<file path="src/rtl/pong_dynamic.sv">
// pong_dynamic: per-frame game logic feeding the pixel renderer.
// Everything advances only on frame_tick, so the ball and paddle positions are
// stable for a whole frame. The start input is the only thing that can change
// state between ticks (IDLE->PLAY, OVER->PLAY).
// Optional build macro PONG_AI_EN: when defined, paddle 2 follows the ball and
// btn_up2/btn_dn2 are ignored. When undefined, paddle 2 is button driven.
// Interface contract: frame_tick is a single-cycle qualifier. There is no
// backpressure; every output is a register that updates on the clk edge where
// frame_tick (or start) is sampled high, and game_state is the FSM state itself.
module pong_dynamic #(
  parameter int size_ball     = 10,
  parameter int width_screen  = 640,
  parameter int height_screen = 480,
  parameter int separator     = 20,
  parameter int width_player  = 20,
  parameter int height_player = 80,
  parameter int ball_speed    = 2,
  parameter int player_speed  = 4,
  parameter int pause_frames  = 60,
  parameter int max_score     = 9
) (
  input  logic       clk,
  input  logic       clr,
  input  logic       frame_tick,
  input  logic       start,
  input  logic       btn_up1,
  input  logic       btn_dn1,
  input  logic       btn_up2,
  input  logic       btn_dn2,
  output logic [9:0] x_ball,
  output logic [9:0] y_ball,
  output logic [9:0] pos_player1,
  output logic [9:0] pos_player2,
  output logic [3:0] score1,
  output logic [3:0] score2,
  output logic [1:0] game_state
);

  typedef enum logic [1:0] {
    ST_IDLE   = 2'd0,
    ST_PLAY   = 2'd1,
    ST_SCORED = 2'd2,
    ST_OVER   = 2'd3
  } state_t;

  // 11-bit constants for the collision arithmetic, so nothing wraps at 10 bits
  localparam logic [10:0] sb11     = 11'(size_ball);
  localparam logic [10:0] bs11     = 11'(ball_speed);
  localparam logic [10:0] ps11     = 11'(player_speed);
  localparam logic [10:0] hp11     = 11'(height_player);
  localparam logic [10:0] y_max11  = 11'(height_screen - size_ball);
  localparam logic [10:0] pad_max11 = 11'(height_screen - height_player);
  localparam logic [10:0] face_l11 = 11'(separator + width_player);
  localparam logic [10:0] face_r11 = 11'(width_screen - separator - width_player);
  localparam logic [10:0] scr_w11  = 11'(width_screen);

  // 10-bit position constants
  localparam logic [9:0] bs10      = 10'(ball_speed);
  localparam logic [9:0] ps10      = 10'(player_speed);
  localparam logic [9:0] y_max10   = 10'(height_screen - size_ball);
  localparam logic [9:0] pad_max10 = 10'(height_screen - height_player);
  localparam logic [9:0] pad_init  = 10'((height_screen - height_player) / 2);
  localparam logic [9:0] x_centre  = 10'((width_screen - size_ball) / 2);
  localparam logic [9:0] y_centre  = 10'((height_screen - size_ball) / 2);
  localparam logic [9:0] x_hit_l   = 10'(separator + width_player);
  localparam logic [9:0] x_hit_r   = 10'(width_screen - separator - width_player - size_ball);
  localparam logic [3:0] score_max = 4'(max_score);
  localparam logic [7:0] pause_cnt = 8'(pause_frames);

  state_t     state_q, state_d;
  logic [9:0] x_q, x_d, y_q, y_d;
  logic [9:0] p1_q, p1_d, p2_q, p2_d;
  logic [3:0] s1_q, s1_d, s2_q, s2_d;
  logic       dx_q, dx_d;   // 1 = moving right
  logic       dy_q, dy_d;   // 1 = moving down
  logic [7:0] cnt_q, cnt_d;

  logic [10:0] x11, y11, p1_11, p2_11;
  logic        ov1, ov2, hit_l, hit_r, miss_l, miss_r, wall_top, wall_bot;
  logic        up2_eff, dn2_eff;

  // One paddle step: up/down alone moves with saturation, both or none holds
  function automatic logic [9:0] pad_step(input logic [9:0] pos, input logic up,
                                          input logic dn);
    logic [9:0] r;
    r = pos;
    if (up && !dn) begin
      r = ({1'b0, pos} < ps11) ? 10'd0 : pos - ps10;
    end else if (dn && !up) begin
      r = ({1'b0, pos} + ps11 > pad_max11) ? pad_max10 : pos + ps10;
    end
    return r;
  endfunction

  assign x11   = {1'b0, x_q};
  assign y11   = {1'b0, y_q};
  assign p1_11 = {1'b0, p1_q};
  assign p2_11 = {1'b0, p2_q};

  // Vertical overlap between ball and each paddle, using the current positions
  assign ov1 = (y11 + sb11 > p1_11) && (y11 < p1_11 + hp11);
  assign ov2 = (y11 + sb11 > p2_11) && (y11 < p2_11 + hp11);

  assign wall_top = !dy_q && (y11 < bs11);
  assign wall_bot = dy_q && (y11 + bs11 > y_max11);
  assign hit_l    = !dx_q && (x11 >= face_l11) && (x11 - bs11 < face_l11) && ov1;
  assign hit_r    = dx_q && (x11 + sb11 <= face_r11) && (x11 + sb11 + bs11 > face_r11) && ov2;
  assign miss_l   = !dx_q && (x11 < bs11);
  assign miss_r   = (x11 + sb11 + bs11 > scr_w11);

`ifdef PONG_AI_EN
  // Paddle 2 steers its centre toward the ball centre
  assign up2_eff = (y11 + 11'(size_ball / 2)) < (p2_11 + 11'(height_player / 2));
  assign dn2_eff = (y11 + 11'(size_ball / 2)) > (p2_11 + 11'(height_player / 2));
`else
  assign up2_eff = btn_up2;
  assign dn2_eff = btn_dn2;
`endif

  // State register: all game state, cleared asynchronously by clr
  always_ff @(posedge clk or posedge clr) begin
    if (clr) begin
      state_q <= ST_IDLE;
      x_q     <= x_centre;
      y_q     <= y_centre;
      p1_q    <= pad_init;
      p2_q    <= pad_init;
      s1_q    <= 4'd0;
      s2_q    <= 4'd0;
      dx_q    <= 1'b1;
      dy_q    <= 1'b1;
      cnt_q   <= 8'd0;
    end else begin
      state_q <= state_d;
      x_q     <= x_d;
      y_q     <= y_d;
      p1_q    <= p1_d;
      p2_q    <= p2_d;
      s1_q    <= s1_d;
      s2_q    <= s2_d;
      dx_q    <= dx_d;
      dy_q    <= dy_d;
      cnt_q   <= cnt_d;
    end
  end

  // Next-state: paddles, ball motion, scoring and serve/pause/game-over sequencing
  always_comb begin
    state_d = state_q;
    x_d     = x_q;
    y_d     = y_q;
    p1_d    = p1_q;
    p2_d    = p2_q;
    s1_d    = s1_q;
    s2_d    = s2_q;
    dx_d    = dx_q;
    dy_d    = dy_q;
    cnt_d   = cnt_q;

    if (frame_tick && (state_q != ST_OVER)) begin
      p1_d = pad_step(p1_q, btn_up1, btn_dn1);
      p2_d = pad_step(p2_q, up2_eff, dn2_eff);
    end

    case (state_q)
      ST_IDLE: begin
        if (start) state_d = ST_PLAY;
      end
      ST_PLAY: begin
        if (frame_tick) begin
          if (wall_top) begin
            y_d  = 10'd0;
            dy_d = 1'b1;
          end else if (wall_bot) begin
            y_d  = y_max10;
            dy_d = 1'b0;
          end else begin
            y_d = dy_q ? (y_q + bs10) : (y_q - bs10);
          end

          if (hit_l) begin
            x_d  = x_hit_l;
            dx_d = 1'b1;
          end else if (hit_r) begin
            x_d  = x_hit_r;
            dx_d = 1'b0;
          end else if (miss_l || miss_r) begin
            if (miss_l) begin
              s2_d = (s2_q < score_max) ? s2_q + 4'd1 : s2_q;
            end else begin
              s1_d = (s1_q < score_max) ? s1_q + 4'd1 : s1_q;
            end
            x_d     = x_centre;
            y_d     = y_centre;
            dx_d    = ~dx_q;
            cnt_d   = pause_cnt;
            state_d = ST_SCORED;
          end else begin
            x_d = dx_q ? (x_q + bs10) : (x_q - bs10);
          end
        end
      end
      ST_SCORED: begin
        // The tick that exhausts the pause also leaves SCORED, so the ball
        // sits at centre for exactly pause_frames ticks
        if (frame_tick) begin
          if (cnt_q < 8'd2) begin
            cnt_d   = 8'd0;
            state_d = ((s1_q == score_max) || (s2_q == score_max)) ? ST_OVER : ST_PLAY;
          end else begin
            cnt_d = cnt_q - 8'd1;
          end
        end
      end
      ST_OVER: begin
        if (start) begin
          s1_d    = 4'd0;
          s2_d    = 4'd0;
          x_d     = x_centre;
          y_d     = y_centre;
          state_d = ST_PLAY;
        end
      end
      default: state_d = ST_IDLE;
    endcase
  end

  assign x_ball      = x_q;
  assign y_ball      = y_q;
  assign pos_player1 = p1_q;
  assign pos_player2 = p2_q;
  assign score1      = s1_q;
  assign score2      = s2_q;
  assign game_state  = state_q;

endmodule

</file>
<file path="config.mk">
export PLATFORM = sky130hd
export DESIGN_NAME = pong_dynamic
export DESIGN_NICKNAME = d
export VERILOG_FILES = /design/src/rtl/pong_dynamic.sv
export SDC_FILE = /design/constraint.sdc
export NUM_CORES = 1
export LEC_CHECK = 0
export ABC_AREA = 1
export CAP_MARGIN = 20
export CELL_PAD_IN_SITES_DETAIL_PLACEMENT = 0
export CELL_PAD_IN_SITES_GLOBAL_PLACEMENT = 1
export CORE_ASPECT_RATIO = 1.5
export CORE_MARGIN = 3
export CORE_UTILIZATION = 43
export DETAILED_ROUTE_END_ITERATION = 8
export GPL_TIMING_DRIVEN = 0
export PLACE_DENSITY = 0.9
export SLEW_MARGIN = 20
export SYNTH_ARGS = -nofsm -noshare
export SYNTH_HDL_FRONTEND = slang
export SYNTH_SLANG_ARGS = --single-unit
</file>
<file path="constraint.sdc">
create_clock -name clk -period 3.9 [get_ports clk]
set_clock_uncertainty 0.2 [all_clocks]
set_input_delay 1.17 -clock clk [delete_from_list [all_inputs] [get_ports clk]]
set_output_delay 1.17 -clock clk [all_outputs]
set_load 0.005 [all_outputs]
</file>
==> flow_summary.toml <==
[run_status]
status = "finished, final reports clean"

[routing]
highest_layer = "met4"
wirelength_um = 16900
drt_iter0_drc = 268
firstDrtPassIters = 5
dr_total_vias = 6022
wl_met2_um = 9060
wl_met1_um = 7220
dr_wl_met3_um = 317
drt-wirelength-per-cell_um = 14.6
route.detailed.drc = 0
vias_per_cell = 5.21
ant_nets = 0

[clocking]
clkLatencyLatePin_ns = 0.31
cts_buffers = 5
cts-root-buf = "clkbuf_16"
cts_setup_buffers = 0
clock_path_buffers = 2
cts-resized-gates = 0
cts_tree = "yes"
cts.sinks = 56
path_clk_slew_ns = 0.08
holdBufCountCts = 0
htree_levels = 2

[synth]
synth_compound_area_share_pct = 13.9
syn_area_um2 = 6190
yosysUniqueCellTypes = 50
synth_edf_count = 0
synth_top_family_by_area = "simple AND/OR/NAND/NOR gates"
synth_fa_ha_area_share_pct = 13.6
synth_ff_type = "dfrtp_1"
postSynthAreaPerCell_um2 = 6.89
async_reset_ff_share_pct = 100
ys_warn_count = 0
muxShareOfSynthArea_pct = 0
synth_xor_area_share_pct = 7.79
ys_seq_area_share_pct = 23.1
synth_simple_gate_area_share_pct = 32.0
synth-seq-cells = 56
synthCells = 898

[critical_path]
rrSetupSlack_ns = 0.39
r2r_end = "cnt_q[4]$_DFFE_PP0P_"
reg2regPathDepth = 16
critPathLaunchType = "flop"
reg2reg_from = "y_ball[4]$_DFFE_PP0P_"
cp.required_ns = 3.91
crit_arrival_ns = 3.51
end_kind = "flop"
worst-setup-path-type = "reg2reg"
path_max_fanout = 10

[sta]
setup_viol = 0
max_freq_ghz = 0.285
slew_viol_final = 0
final_hold_viol_count = 0
min_period_ns = 3.51
rsz0062_at_grt = "no"
fin_ws_ns = 0.390
holdWs_ns = 0.302
slew_headroom_pct = 51.2
worstMarginPinSlew_ns = 0.732
timing.final.crit_share_pct = 90.0

[floorplan]
fp.dieW_um = 104
die-area_um2 = 15900
core_um2 = 14100
core.rowCount = 53
num_io_pins = 58
start_util_pct = 44.0
die_h_um = 153

[power]
leakage_nw = 3.49
powerDensity_nw_per_um2 = 848
max-vdd-ir-drop_v = 0.000367

[global_routing]
grt_pass1_vias = 5696
grt_pass1_wl_um = 28000
grt_util_all_layers_pct = 21.2
overflow = 0
grt_max_degree = 52
grt_antenna_before_repair = 0

[finish]
nFillCells = 1491
drive_above_1_share_pct = 8.72
n_antenna_cell = 0
multi_input_area_um2 = 4180
final_nets = 1036
area_growth_pct = 15.6
ff_latch_area_um2 = 1430

[hold_path]
hp-start = "y_ball[0]$_DFFE_PP1P_"
min_to = "y_ball[0]$_DFFE_PP1P_"
hp-class = "reg2reg"
hold_depth = 2

[place]
preCtsSetupSlack_ns = 0.114
place_hpwl_um = 13300
gp_congestion = 0.898
portBuffers = 53

[job]
maxCapViolCount = 0
[flip-flops by register name, indices dropped and copies added, names as in the netlist]
signal	cells
score1	4
x_ball	10
dx_q	1
y_ball	10
pos_player1	8
score2	4
cnt_q	8
dy_q	1
game_state	2
pos_player2	8
[metal layers]
layer / up-vias / global-route usage, %
met4: 0 / 5.64
met2: 99 / 40.8
met1: 2816 / 24.8
met3: 20 / 1.73
li1: 3087 / -
met5: - / 0
[through the flow]
stage	cell area [um^2]	setup TNS, ns	std cells	power, mW	utilization, %
6_report	7150	0	1155	6.07	50.9
5_1_grt	7150	0	1155	6.73	50.9
4_1_cts	7150	0	1155	6.09	50.9
3_5_place_dp	7000	0	1147	5.57	49.8
3_3_place_gp	6970	-1.01	1146	5.52	49.6
2_1_floorplan	6200	0	901	4.24	-
[where the power goes]
| part | internal (mW) | switching, mW | leakage [nW] |
|---|---|---|---|
| Combinational | 1.66 | 2.59 | 2.75 |
| Sequential | 0.901 | 0.426 | 0.667 |
| Clock | 0.245 | 0.245 | 0.0719 |
| Total | 2.81 | 3.26 | 3.49 |
[layout make-up]
cell class	instances	area share [%]
tap	192	3.36
inverter	121	6.38
sequential	56	19.9
buffer	22	1.99
timing repair buffer	54	7.80
clock inverter	3	0.385
multi-input combinational	702	58.4
clock buffer	5	1.75
[cells in the final DEF, fill, tap and decap left out, drive strengths merged, types with 2 or more instances in the layout]
cell type	count
nand2	231
inv	118
nor2	87
ha	64
o21ai	60
xor2	53
clkdlybuf4s50	53
nand3	48
a21oi	40
nand4	37
dfrtp	36
nor3	23
dfstp	20
clkbuf	15
buf	13
o211ai	12
a22oi	11
clkinv	5
o22ai	4
conb	4
nand3b	3
a211oi	2
o21a	2
o2111ai	2
a31oi	2
xnor2	2
o31ai	2
o2111a	2
fa	2
[cells by family (layout without fill, tap and decap cells)]
group           Yosys count  in the layout
buf+inv                 143            205
xor+xnor                 55             55
other cells               1              4
simple gates            431            431
compound gates          146            146
fa+ha+maj                66             66
flops                    56             56
[worst max-delay path, stage by stage (launching register included)]
cell and delay [ns]:
dfrtp_1 0.49, clkbuf_2 0.25, inv_1 0.15, nor3_1 0.32, nand2_1 0.11, xor2_1 0.18
ha_1 0.31, inv_1 0.05, nor3_1 0.23, o211ai_1 0.12, a21boi_1 0.30, nand3_1 0.19
nand2_4 0.14, nand2_8 0.08, buf_6 0.15, nand4_1 0.08, nand2_1 0.07
[how the worst max path moves through the flow]
stage	startpoint	end	slack [ns]	cells past startpoint
after floorplan	y_ball[4]$_DFFE_PP0P_	game_state[0]$_DFFE_PP0P_	0.78	16
after global placement	clr	pos_player2[9]$_DFFE_PP0P_	-0.04	2
after detailed placement	start	y_ball[7]$_DFFE_PP1P_	0.11	7
after CTS	y_ball[4]$_DFFE_PP0P_	cnt_q[4]$_DFFE_PP0P_	0.19	16
after global routing	y_ball[4]$_DFFE_PP0P_	cnt_q[4]$_DFFE_PP0P_	0.1	16
final	y_ball[4]$_DFFE_PP0P_	cnt_q[4]$_DFFE_PP0P_	0.39	16
[cell usage after synthesis, types with 3 or more instances]
master | count | share of area, %
nand3_2 | 4 | 0.65
a21oi_1 | 40 | 3.2
a22oi_1 | 11 | 1.3
xor2_1 | 53 | 7.5
nand2_4 | 3 | 0.55
clkbuf_1 | 9 | 0.55
nor2_2 | 4 | 0.40
buf_2 | 3 | 0.24
ha_1 | 64 | 13
o211ai_1 | 12 | 1.5
nor3_1 | 22 | 1.8
dfrtp_1 | 36 | 15
inv_2 | 9 | 0.55
clkinv_1 | 4 | 0.24
dfstp_2 | 20 | 8.5
inv_1 | 108 | 6.6
nand3_1 | 41 | 3.3
nand3_4 | 3 | 0.85
nand4_1 | 37 | 3.7
nand2_1 | 214 | 13
buf_4 | 6 | 0.73
nand2_2 | 13 | 1.3
o21ai_0 | 60 | 4.9
o22ai_1 | 4 | 0.40
nor2_1 | 81 | 4.9
nand3b_1 | 3 | 0.36
No activity file was read; power rests on OpenSTA's default activity.
